`config.mk`:
```
export PLATFORM = sky130hd
export DESIGN_NAME = ltl_cluster_monitor_agg
export DESIGN_NICKNAME = d
export VERILOG_FILES = /design/src/rtl/ltl_cluster_monitor_agg.sv
export SDC_FILE = /design/constraint.sdc
export NUM_CORES = 1
export LEC_CHECK = 0
export ABC_AREA = 1
export ABC_CLOCK_PERIOD_IN_PS = 2800
export BUFFER_PORTS_ARGS = -buffer_cell sky130_fd_sc_hd__buf_4
export CAP_MARGIN = 15
export CORE_ASPECT_RATIO = 0.6
export CORE_MARGIN = 2
export CORE_UTILIZATION = 40
export CTS_BUF_LIST = sky130_fd_sc_hd__clkbuf_8 sky130_fd_sc_hd__clkbuf_16
export CTS_CLUSTER_SIZE = 40
export DETAILED_ROUTE_END_ITERATION = 7
export PLACE_DENSITY = 0.66
export SLEW_MARGIN = 30
export SYNTH_ARGS = -nofsm -noshare
export SYNTH_HDL_FRONTEND = slang
export SYNTH_SLANG_ARGS = --single-unit
```
`constraint.sdc`:
```
create_clock -name clk -period 2.8 [get_ports clk]
set_clock_uncertainty 0.15 [all_clocks]
set_input_delay 0.7 -clock clk [delete_from_list [all_inputs] [get_ports clk]]
set_output_delay 0.7 -clock clk [all_outputs]
set_load 0.02 [all_outputs]
```
`src/rtl/ltl_cluster_monitor_agg.sv`:
```
// Per-cluster LTL violation aggregator: tap OR-reduction, sticky flags, saturating counters, record queue.
// Optional timestamping is enabled by defining LTL_AGG_TSTAMP_EN.
module ltl_cluster_monitor_agg #(
    parameter int NUM_PROP   = 10,
    parameter int NUM_TAP    = 4,
    parameter int CNT_W      = 16,
    parameter int TS_W       = 32,
    parameter int FIFO_DEPTH = 4,
    localparam int ID_W      = (NUM_PROP > 1) ? $clog2(NUM_PROP) : 1
) (
    input  logic                         clk,
    input  logic                         reset,
    input  logic                         run,
    input  logic [NUM_PROP*NUM_TAP-1:0]  taps,
    input  logic [NUM_PROP-1:0]          clr_mask,
    output logic [NUM_PROP-1:0]          viol,
    output logic [NUM_PROP-1:0]          sticky,
    output logic                         any_viol,
    output logic [NUM_PROP*CNT_W-1:0]    cnt,
    output logic                         rec_valid,
    input  logic                         rec_ready,
    output logic [ID_W-1:0]              rec_id,
    output logic [TS_W-1:0]              rec_tstamp
);

    localparam int AW = $clog2(FIFO_DEPTH);

    logic [NUM_PROP-1:0] hit;
    logic [NUM_PROP-1:0] rise;
    logic [NUM_PROP-1:0] pend;
    logic [NUM_PROP-1:0] take;
    logic [CNT_W-1:0]    cnt_q [NUM_PROP];
    logic [ID_W-1:0]     sel;
    logic                found;
    logic                push;
    logic                pop;
    logic                full;
    logic [AW-1:0]       wr_ptr;
    logic [AW-1:0]       rd_ptr;
    logic [AW:0]         count;
    logic [ID_W-1:0]     fifo_id [FIFO_DEPTH];

    always_comb begin
        hit = '0;
        for (int unsigned p = 0; p < NUM_PROP; p++) begin
            hit[p] = run & (|taps[p*NUM_TAP +: NUM_TAP]);
        end
    end

    assign rise     = hit & ~viol;
    assign any_viol = |viol;

    always_ff @(posedge clk or negedge reset) begin
        if (!reset) begin
            viol   <= '0;
            sticky <= '0;
            for (int unsigned p = 0; p < NUM_PROP; p++) begin
                cnt_q[p] <= '0;
            end
        end else begin
            viol <= hit;
            for (int unsigned p = 0; p < NUM_PROP; p++) begin
                if (hit[p]) begin
                    sticky[p] <= 1'b1;
                end else if (clr_mask[p]) begin
                    sticky[p] <= 1'b0;
                end
                // A clear coinciding with a hit counts that hit
                if (clr_mask[p]) begin
                    cnt_q[p] <= hit[p] ? CNT_W'(1) : '0;
                end else if (hit[p] && (cnt_q[p] != '1)) begin
                    cnt_q[p] <= cnt_q[p] + CNT_W'(1);
                end
            end
        end
    end

    always_comb begin
        cnt = '0;
        for (int unsigned p = 0; p < NUM_PROP; p++) begin
            cnt[p*CNT_W +: CNT_W] = cnt_q[p];
        end
    end

    // Fixed priority: lowest pending property index wins
    always_comb begin
        sel   = '0;
        found = 1'b0;
        for (int unsigned p = 0; p < NUM_PROP; p++) begin
            if (pend[p] && !found) begin
                sel   = ID_W'(p);
                found = 1'b1;
            end
        end
    end

    assign full      = (count == (AW+1)'(FIFO_DEPTH));
    assign rec_valid = (count != '0);
    assign pop       = rec_valid & rec_ready;
    assign push      = found & (~full | pop);

    always_comb begin
        take = '0;
        for (int unsigned p = 0; p < NUM_PROP; p++) begin
            take[p] = push & (sel == ID_W'(p));
        end
    end

    always_ff @(posedge clk or negedge reset) begin
        if (!reset) begin
            pend <= '0;
        end else begin
            for (int unsigned p = 0; p < NUM_PROP; p++) begin
                if (rise[p]) begin
                    pend[p] <= 1'b1;
                end else if (take[p]) begin
                    pend[p] <= 1'b0;
                end
            end
        end
    end

    always_ff @(posedge clk or negedge reset) begin
        if (!reset) begin
            wr_ptr <= '0;
            rd_ptr <= '0;
            count  <= '0;
        end else begin
            if (push) begin
                wr_ptr <= wr_ptr + AW'(1);
            end
            if (pop) begin
                rd_ptr <= rd_ptr + AW'(1);
            end
            if (push && !pop) begin
                count <= count + (AW+1)'(1);
            end else if (pop && !push) begin
                count <= count - (AW+1)'(1);
            end
        end
    end

    always_ff @(posedge clk) begin
        if (push) begin
            fifo_id[wr_ptr] <= sel;
        end
    end

    // Storage is not reset; outputs are gated so an empty queue reads as zero
    assign rec_id = rec_valid ? fifo_id[rd_ptr] : '0;

`ifdef LTL_AGG_TSTAMP_EN
    logic [TS_W-1:0] ts;
    logic [TS_W-1:0] pend_ts [NUM_PROP];
    logic [TS_W-1:0] fifo_ts [FIFO_DEPTH];

    always_ff @(posedge clk or negedge reset) begin
        if (!reset) begin
            ts <= '0;
            for (int unsigned p = 0; p < NUM_PROP; p++) begin
                pend_ts[p] <= '0;
            end
        end else begin
            if (run) begin
                ts <= ts + TS_W'(1);
            end
            // Coalesced rises keep the older stamp unless the slot drains this cycle
            for (int unsigned p = 0; p < NUM_PROP; p++) begin
                if (rise[p] && (!pend[p] || take[p])) begin
                    pend_ts[p] <= ts;
                end
            end
        end
    end

    always_ff @(posedge clk) begin
        if (push) begin
            fifo_ts[wr_ptr] <= pend_ts[sel];
        end
    end

    assign rec_tstamp = rec_valid ? fifo_ts[rd_ptr] : '0;
`else
    assign rec_tstamp = '0;
`endif

endmodule

```
==> results of run 1 <==
## sequential cells by signal, indices dropped and copies added, names as in the netlist
name,flops
cnt,160
fifo_id,16
pend,10
sticky,10
viol,10
count,3
rd_ptr,2
wr_ptr,2
## power by group through the flow
stage | Clock (mW) | Sequential (mW) | Combinational (mW)
6_report | 3.07 | 3.62 | 1.49
5_1_grt | 3.30 | 3.66 | 1.67
4_1_cts | 3.16 | 3.62 | 1.51
3_5_place_dp | 0 | 3.68 | 1.50
3_3_place_gp | 0 | 3.67 | 1.48
2_1_floorplan | 0 | 3.69 | 0.876
## worst reg2reg max path, cell delays in order (launching register included)
cell and delay, ns:
dfrtp_1 0.40, nor2_1 0.22, nand4_1 0.14, nor2_1 0.24, nand4_1 0.18, nand2_1 0.11, inv_1 0.07, ha_1 0.19
inv_1 0.09, fa_1 0.41, mux2_2 0.27
## cell type report
type                            instances  area [um^2]  area share
Clock inverter                         13          110     0.00744
Tap cell                              400          500      0.0338
Clock buffer                           27          631      0.0426
Antenna cell                            1         2.50    0.000169
Sequential cell                       213         5410       0.365
Inverter                              190          716      0.0483
Timing Repair Buffer                  257         1980       0.133
Multi-Input combinational cell       1087         5460       0.369
## worst max-delay path by stage
| stage | startpoint | end | slack, ns | depth (start not counted) |
|---|---|---|---|---|
| floorplan | pend[1]$_DFFE_PN0P_ | count[1]$_DFFE_PN0P_ | 0.43 | 10 |
| global placement | taps[12] | cnt[54]$_DFFE_PN0P_ | 0.34 | 10 |
| detailed placement | taps[12] | cnt[54]$_DFFE_PN0P_ | 0.24 | 10 |
| CTS | rd_ptr[0]$_DFFE_PN0P_ | rec_id[3] | 0.14 | 4 |
| global route | pend[0]$_DFFE_PN0P_ | count[1]$_DFFE_PN0P_ | 0.02 | 10 |
| finish | viol[2]$_DFF_PN0_ | any_viol | 0.17 | 3 |
## layout by cell type, fill, tap and decap left out, types with 2 or more instances in the layout
cell type    n
a21oi_1     47
a31o_2       2
and3_1       3
buf_12       3
buf_4      252
bufinv_16    2
clkbuf_16   23
clkbuf_8     5
clkinv_1     4
clkinv_2     3
conb_1      32
dfrtp_1    197
edfxtp_1    16
ha_1        15
inv_1      185
inv_2        7
nand2_1    327
nand2_2     12
nand2_4      3
nand3_1    110
nand3b_1     2
nand4_1     47
nor2_1     176
nor2_2       5
nor3_1      55
nor3_2       2
nor3_4       2
nor4_1      14
o211ai_1     5
o21a_1       4
o21ai_0     99
o21ai_1      7
o22ai_1      3
o31ai_1     38
or2_2        3
xnor2_1     10
xor2_1      51
## routing by layer
layer,global-route usage,vias to the layer above,share of wire
li1,-,5457,-
met1,0.354,5285,0.51
met2,0.297,393,0.41
met3,0.0350,42,0.065
met4,0.0428,0,0.019
met5,0,-,0
## timing repair
| item | CTS | global route |
|---|---|---|
| resized for setup | 0 | 0 |
| hold endpoints to repair | 29 | 0 |
| hold buffers | 1 | 0 |
## stage by stage
stage	worst slack, ns	power [mW]	instance area [um^2]	instances	util
6_report	0.172	8.18	14800	2188	0.512
2_1_floorplan	0.429	4.57	12000	1545	-
5_1_grt	0.0241	8.63	14800	2187	0.511
3_3_place_gp	0.338	5.15	14100	2146	0.486
4_1_cts	0.138	8.29	14800	2187	0.511
3_5_place_dp	0.238	5.18	14100	2146	0.486
## logic make-up (layout without fill, tap and decap cells)
logic type               Yosys count  count (layout)  synth area share
buffers and inverters            245             487            0.0910
other                              1              33          0.000317
AND/OR/NAND/NOR                  764             764             0.285
XOR/XNOR                          61              61            0.0451
flip-flops                       213             213             0.457
AO/OA/AOI/OAI                    213             213             0.103
adder cells (fa/ha/maj)           16              16            0.0176
multiplexers                       1               1          0.000952
==> impl_metrics.yaml, run 1 <==
power_and_ir_drop:
  p_leak_nw: 6.97
  switching_share: 0.300
  internal_power_mw: 5.73
  p_clk_frac: 0.375
  pwr-share-comb: 0.183
  p_seq_frac: 0.443
  switchingPower_mw: 2.46
  power.density_nw_per_um2: 553
  ir_worst_vdd_uv: 358
timing:
  max_freq_mhz: 380
  rsz0062_at_grt: "no"
  finalMaxSlewViolations: 0
  tightest_slew_ns: 0.585
  hold_ws_ns: 0.225
  setup_viol: 0
  setup_tns_ns: 0
  fin_crit_sh: 0.939
  min_period_ns: 2.63
  slew_headroom: 0.606
  finalHoldViolCount: 0
grt:
  antenna_found_initial: 1
  grt_pass1_wl_um: 54000
  grt_usage: 0.217
  grt_pass1_vias: 10000
  grt.overflow.total: 0
  grt_max_degree: 45
die:
  top_level_ports: 272
  die_h_um: 137
  rows: 48
  initial_core_util: 0.409
  core_region_area_um2: 28900
  fp.dieW_um: 226
  die-area_um2: 31000
worst_setup_path:
  rr_startpoint: "pend[1]$_DFFE_PN0P_"
  reg2regPathDepth: 10
  regToRegSetupSlack_ns: 0.22
  cp_max_fo: 3
  criticalPathCategory: "register to primary output"
  cp.arrival_ns: 1.78
  cp_top_family: "simple AND/OR/NAND/NOR gates"
  start_kind: "register"
  cp_slowest_cell: "nor4_1"
  required_ns: 1.95
  crit_chain: "nor4_1 -> nand4_1 -> buf_4"
  rr_endpoint: "count[1]$_DFFE_PN0P_"
  crit_buf_inv: 1
  max_stage_delay_ns: 0.50
  end_kind: "primary output"
clocking:
  cts_buffer_depth: 3
  clock_latency_ns: 0.52
  path_clk_slew_ns: 0.06
  post_cts_buffers: 0
  cts_tree: "built"
  clock_sinks: 213
  clockRootBuffer: "clkbuf_16"
  cts_buffers: 23
  h-tree-depth: 1
logic_synthesis:
  ys.warnings.count: 0
  ys_seq_area_frac: 0.457
  synth_top_cell_area_share: 0.417
  avgSynthCellArea_um2: 7.82
  async_reset_ff_frac: 0.925
  synth_common_cells: "327 x nand2_1, 197 x dfrtp_1, 178 x inv_1"
  synth_top_flop_cell: "dfrtp_1"
  yosys.area.top_type: "dfrtp_1"
  synth_seq_cells: 213
  synth_area_um2: 11800
  synthCells: 1514
  synth.distinct_cells: 50
  synth_edf_count: 16
  synth_area_leaders: "dfrtp_1 42%, nand2_1 10%, inv_1 5.6%"
  yosysMostFrequentCell: "nand2_1"
place:
  place.port_buffers: 239
  place_congestion: 0.938
  hpwl_um: 25600
drt:
  drc: 0
  wl_um: 33900
  dr.pass1.iters: 5
  route.vias.total: 11200
  routedWlPerCell_um: 15.5
  drt_iter0_markers: 958
  ant_nets: 0
  via_per_inst: 5.11
min_path:
  whs_path_depth: 2
  holdPathEnd: "cnt[27]$_DFFE_PN0P_"
  min_from: "clr_mask[1]"
  hp-class: "input port to register"
finish:
  final_nets: 1842
  syn_to_final_growth_pct: 25.1
  nFillCells: 2802
  drive_gt1_frac: 0.185
status:
  status: "completed"
run:
  max_cap_viol_count: 0
Power figures use the tool's default switching activity.
==> inputs of run 2 (changes only) <==
--- a/config.mk
+++ b/config.mk
@@ -11,11 +11,11 @@
 export CAP_MARGIN = 15
 export CORE_ASPECT_RATIO = 0.6
 export CORE_MARGIN = 2
-export CORE_UTILIZATION = 40
-export CTS_BUF_LIST = sky130_fd_sc_hd__clkbuf_8 sky130_fd_sc_hd__clkbuf_16
+export CORE_UTILIZATION = 45
+export CTS_BUF_LIST = sky130_fd_sc_hd__clkbuf_8
 export CTS_CLUSTER_SIZE = 40
 export DETAILED_ROUTE_END_ITERATION = 7
-export PLACE_DENSITY = 0.66
+export PLACE_DENSITY = 0.73
 export SLEW_MARGIN = 30
 export SYNTH_ARGS = -nofsm -noshare
 export SYNTH_HDL_FRONTEND = slang
==> run 2 against run 1 <==
Compared with the run above:
- critical path depth is 2 higher
- final cell count decreased by 1.2%
- non-clock buffer count grew 2
- cell area is 0.77% lower
- sequential power hardly changed
- routed wire length decreased by 2.4%
- global-route usage increased by 2.1 points
- setup slack better by 0.031 ns
- first-iteration DRC count down 0.42%
- critical endpoint is now rec_id[0]
- critical path type unchanged
- die area shrank 11%
- combinational power grew 4%
- sequential share of layout area increased by 0.28 points
==> impl_metrics.yaml, run 2 (same netlist as run 1, synthesis figures left out) <==
drt:
  dr.pass1.iters: 5
  drt_iter0_markers: 954
  via_per_inst: 5.18
  drc: 0
  wl_um: 33100
  ant_nets: 0
  route.vias.total: 11200
  routedWlPerCell_um: 15.3
clocking:
  cts_tree: "built"
  path_clk_slew_ns: 0.06
  clockRootBuffer: "clkbuf_8"
  post_cts_buffers: 0
  h-tree-depth: 2
  cts_buffers: 35
  cts_buffer_depth: 3
  clock_latency_ns: 0.54
  clock_sinks: 213
power_and_ir_drop:
  power.density_nw_per_um2: 534
  p_leak_nw: 6.97
  ir_worst_vdd_uv: 377
worst_setup_path:
  required_ns: 1.95
  max_stage_delay_ns: 0.51
  end_kind: "primary output"
  crit_chain: "nor2_1 -> nor2_1 -> o21ai_0 -> a21oi_2 -> buf_4"
  crit_buf_inv: 1
  criticalPathCategory: "register to primary output"
  cp_top_family: "flip-flops"
  start_kind: "register"
  cp.arrival_ns: 1.75
  cp_slowest_cell: "dfrtp_1"
  cp_max_fo: 10
  cp_common_cell: "nor2_1"
timing:
  slew_headroom: 0.611
  finalMaxSlewViolations: 0
  setup_tns_ns: 0
  fin_crit_sh: 0.928
  worst_slack_ns: 0.202
  setup_viol: 0
  tightest_slew_ns: 0.578
  min_period_ns: 2.60
  rsz0062_at_grt: "no"
  max_freq_mhz: 385
  finalHoldViolCount: 0
finish:
  final_common_cell: "nand2_1"
  drive_gt1_frac: 0.194
  final_cell_mix: "327 x nand2_1, 255 x buf_4, 197 x dfrtp_1, 190 x inv_1, 176 x nor2_1"
  nFillCells: 2414
  final_nets: 1856
  syn_to_final_growth_pct: 24.2
  largest_reg_flops: 160
  final_core_util: 0.575
die:
  initial_core_util: 0.463
  die-area_um2: 27700
  die_h_um: 130
  core_region_area_um2: 25600
  rows: 45
  fp.dieW_um: 213
  top_level_ports: 272
status:
  status: "completed"
grt:
  grt_pass1_wl_um: 52800
  grt_pass1_vias: 10100
  grt_usage: 0.239
  grt.overflow.total: 0
  antenna_found_initial: 1
  grt_max_degree: 61
place:
  place.port_buffers: 239
  place_congestion: 0.930
  hpwl_um: 24800
  post-place-ws_ns: 0.225
run:
  max_cap_viol_count: 0
min_path:
  hp-class: "input port to register"
run 2: changes by cell type in the layout (fill, tap and decap cells not counted), moves of 3 or more:
cell       before  now
a21oi_1        47   43
a21oi_2         0    4
buf_4         252  255
clkbuf_16      23    0
clkbuf_8        5   45
inv_1         185  190
run 2: report_power, final:
part | internal [mW] | leakage (nW) | switching (mW)
Sequential | 3.42 | 2.77 | 0.209
Clock | 1.41 | 0.397 | 1.26
Combinational | 0.547 | 3.81 | 1.00
Total | 5.37 | 6.97 | 2.47
run 2: stage by stage:
step           area (um^2)  power, mW  instances  hold slack [ns]
2_1_floorplan        12000       4.57       1545            0.254
3_3_place_gp         14000       5.15       2100            0.319
3_5_place_dp         14000       5.19       2100            0.321
4_1_cts              14700       7.91       2161            0.162
5_1_grt              14700       8.32       2161            0.179
6_report             14700       7.84       2162            0.218
run 2: worst paths after layout:
kind                                               to  cells after the start  slack, ns                   from
max in group asynchronous         cnt[91]$_DFFE_PN0P_                      3       1.17                  reset
worst min register to register  sticky[0]$_DFFE_PN0P_                      2       0.33  sticky[0]$_DFFE_PN0P_
min in group asynchronous        cnt[132]$_DFFE_PN0P_                      2       0.55                  reset
worst max register to register   count[1]$_DFFE_PN0P_                     10       0.30    pend[1]$_DFFE_PN0P_
worst max-delay path                        rec_id[0]                      5       0.20  rd_ptr[0]$_DFFE_PN0P_
worst min-delay path              cnt[27]$_DFFE_PN0P_                      2       0.22            clr_mask[1]
run 2: worst register-to-register path, cell delays in order, from the launching register on:
cell and delay, ns:
dfrtp_1 0.40, nor2_1 0.22, nand4_1 0.13, nor2_1 0.21, nand4_1 0.13, nand2_1 0.10
inv_1 0.07, ha_1 0.20, inv_1 0.09, fa_1 0.41, mux2_2 0.27
run 2: layer usage:
metal	wire length, um	GRT usage	vias up
li1	-	-	5485
met1	16600	0.378	5321
met2	13800	0.332	365
met3	2340	0.0475	31
met4	336	0.0531	0
met5	0	0	-
run 2: repair_timing:
action	4_1_cts	5_1_grt
gates resized for setup	0	6
setup endpoints to repair	0	4
hold endpoints to repair	19	0
hold buffers	1	0
run 2: area by class of cell:
cell class                      count  area [um^2]  area share
Timing Repair Buffer              259         1980       0.135
Inverter                          190          716      0.0487
Tap cell                          352          440      0.0300
Multi-Input combinational cell   1087         5480       0.373
Clock inverter                     16         63.8     0.00434
Sequential cell                   213         5410       0.368
Antenna cell                        1         2.50    0.000170
Clock buffer                       44          606      0.0412
==> inputs of run 3 (changes only) <==
==> constraint.sdc (replaced) <==
create_clock -name clk -period 2.8 [get_ports clk]
set_clock_uncertainty 0.15 [all_clocks]
set_input_delay 0.56 -clock clk [delete_from_list [all_inputs] [get_ports clk]]
set_output_delay 0.56 -clock clk [all_outputs]
set_load 0.02 [all_outputs]
==> run 3 against run 2 <==
Compared with the run above:
- setup slack got worse by 0.057 ns
- first-iteration DRC count increased by 17%
- critical path depth shrank 1
- via count rose by 0.13%
- critical endpoint is now rec_id[2]
- clock power rose by 4%
- sequential power about the same
- largest cell class unchanged
==> impl_metrics.yaml, run 3 (same netlist as run 1, synthesis figures left out) <==
drt:
  route.vias.total: 11200
  wl_um: 33300
  ant_nets: 0
  dr.pass1.iters: 5
  routedWlPerCell_um: 15.4
  drt_iter0_markers: 1112
  drc: 0
  via_per_inst: 5.19
finish:
  syn_to_final_growth_pct: 24.1
  drive_gt1_frac: 0.191
  final_cell_mix: "327 x nand2_1, 252 x buf_4, 197 x dfrtp_1, 190 x inv_1, 176 x nor2_1"
  final_common_cell: "nand2_1"
  nFillCells: 2412
  n_antenna_cell: 0
  final_nets: 1854
  final_cells: 2161
  largest_reg_flops: 160
grt:
  grt_pass1_vias: 10200
  grt.overflow.total: 0
  grt_usage: 0.237
  grt_max_degree: 62
  grt_pass1_wl_um: 52600
  antenna_found_initial: 0
timing:
  min_period_ns: 2.65
  rsz0062_at_grt: "no"
  max_freq_mhz: 377
  hold_ws_ns: 0.0762
  fin_crit_sh: 0.948
  setup_viol: 0
  finalMaxSlewViolations: 0
  tightest_slew_ns: 0.630
  finalHoldViolCount: 0
  slew_headroom: 0.576
  setup_tns_ns: 0
power_and_ir_drop:
  p_leak_nw: 6.97
  power.density_nw_per_um2: 538
  switchingPower_mw: 2.49
  p_clk_frac: 0.349
  pwr-share-comb: 0.193
  internal_power_mw: 5.42
  switching_share: 0.315
  ir_worst_vdd_uv: 269
  p_seq_frac: 0.458
die:
  rows: 45
  fp.dieW_um: 213
  core_region_area_um2: 25600
  die_h_um: 130
  top_level_ports: 272
  initial_core_util: 0.463
  die-area_um2: 27700
worst_setup_path:
  crit_chain: "inv_1 -> o21ai_0 -> a21oi_1 -> buf_4"
  end_kind: "primary output"
  criticalPathCategory: "register to primary output"
  required_ns: 2.09
  rr_startpoint: "pend[1]$_DFFE_PN0P_"
  cp_max_fo: 10
  crit_buf_inv: 2
  cp_slowest_cell: "dfrtp_1"
  crit_start: "rd_ptr[0]$_DFFE_PN0P_"
  cp.arrival_ns: 1.94
  max_stage_delay_ns: 0.49
  cp_top_family: "flip-flops"
  start_kind: "register"
clocking:
  post_cts_buffers: 0
  clock_latency_ns: 0.53
  clock_sinks: 213
  h-tree-depth: 2
  path_clk_slew_ns: 0.06
  clockRootBuffer: "clkbuf_8"
  cts_tree: "built"
  cts_buffer_depth: 3
  cts_buffers: 36
run:
  max_cap_viol_count: 0
place:
  place_congestion: 0.971
  hpwl_um: 24800
  place.port_buffers: 239
  dp.cells: 2097
status:
  status: "completed"
min_path:
  hp-class: "input port to register"
  min_from: "clr_mask[1]"
==> run 3: area by class of cell <==
cell class | instances | area, um^2 | share of cell area
clock buffers | 46 | 633 | 0.0431
clock inverters | 17 | 67.6 | 0.00460
inverters | 190 | 716 | 0.0487
multi-input cells | 1087 | 5470 | 0.372
flip-flops and latches | 213 | 5410 | 0.368
well taps | 352 | 440 | 0.0300
repair buffers | 256 | 1960 | 0.133
==> run 3: worst paths after layout <==
path                                          to  slack, ns  cells after the start
min                          cnt[27]$_DFFE_PN0P_       0.08                      2
max reg2reg                 count[1]$_DFFE_PN0P_       0.26                     10
max in group asynchronous  sticky[3]$_DFFE_PN0P_       1.32                      3
max                                    rec_id[2]       0.15                      4
min in group asynchronous   cnt[133]$_DFFE_PN0P_       0.44                      2
min reg2reg                sticky[1]$_DFFE_PN0P_       0.33                      2
==> run 3: layer usage <==
| layer | GRT usage | routed length [um] |
|---|---|---|
| met1 | 0.376 | 16800 |
| met2 | 0.325 | 13700 |
| met5 | 0 | 0 |
| met4 | 0.0527 | 443 |
| met3 | 0.0519 | 2370 |
==> run 3: repair_timing <==
item / 4_1_cts / 5_1_grt
hold buffers: 1 / 0
resized for setup: 0 / 1
endpoints found under the setup margin: 0 / 1
hold endpoints to repair: 57 / 0
==> run 3: per-stage QoR <==
step	cell area [um^2]	setup WS (ns)	total power, mW	util
floorplan	12000	0.429	4.57	-
global placement	14000	0.321	5.14	0.547
detailed placement	14000	0.256	5.20	0.547
CTS	14700	0.132	8.01	0.574
global route	14700	0.0148	8.39	0.575
finish	14700	0.145	7.91	0.575
==> run 3: power by group through the flow <==
stage / sequential [mW] / combinational, mW / clock, mW
6_report: 3.62 / 1.52 / 2.76
4_1_cts: 3.62 / 1.53 / 2.86
3_5_place_dp: 3.68 / 1.52 / 0
5_1_grt: 3.66 / 1.70 / 3.03
2_1_floorplan: 3.69 / 0.876 / 0
3_3_place_gp: 3.67 / 1.47 / 0
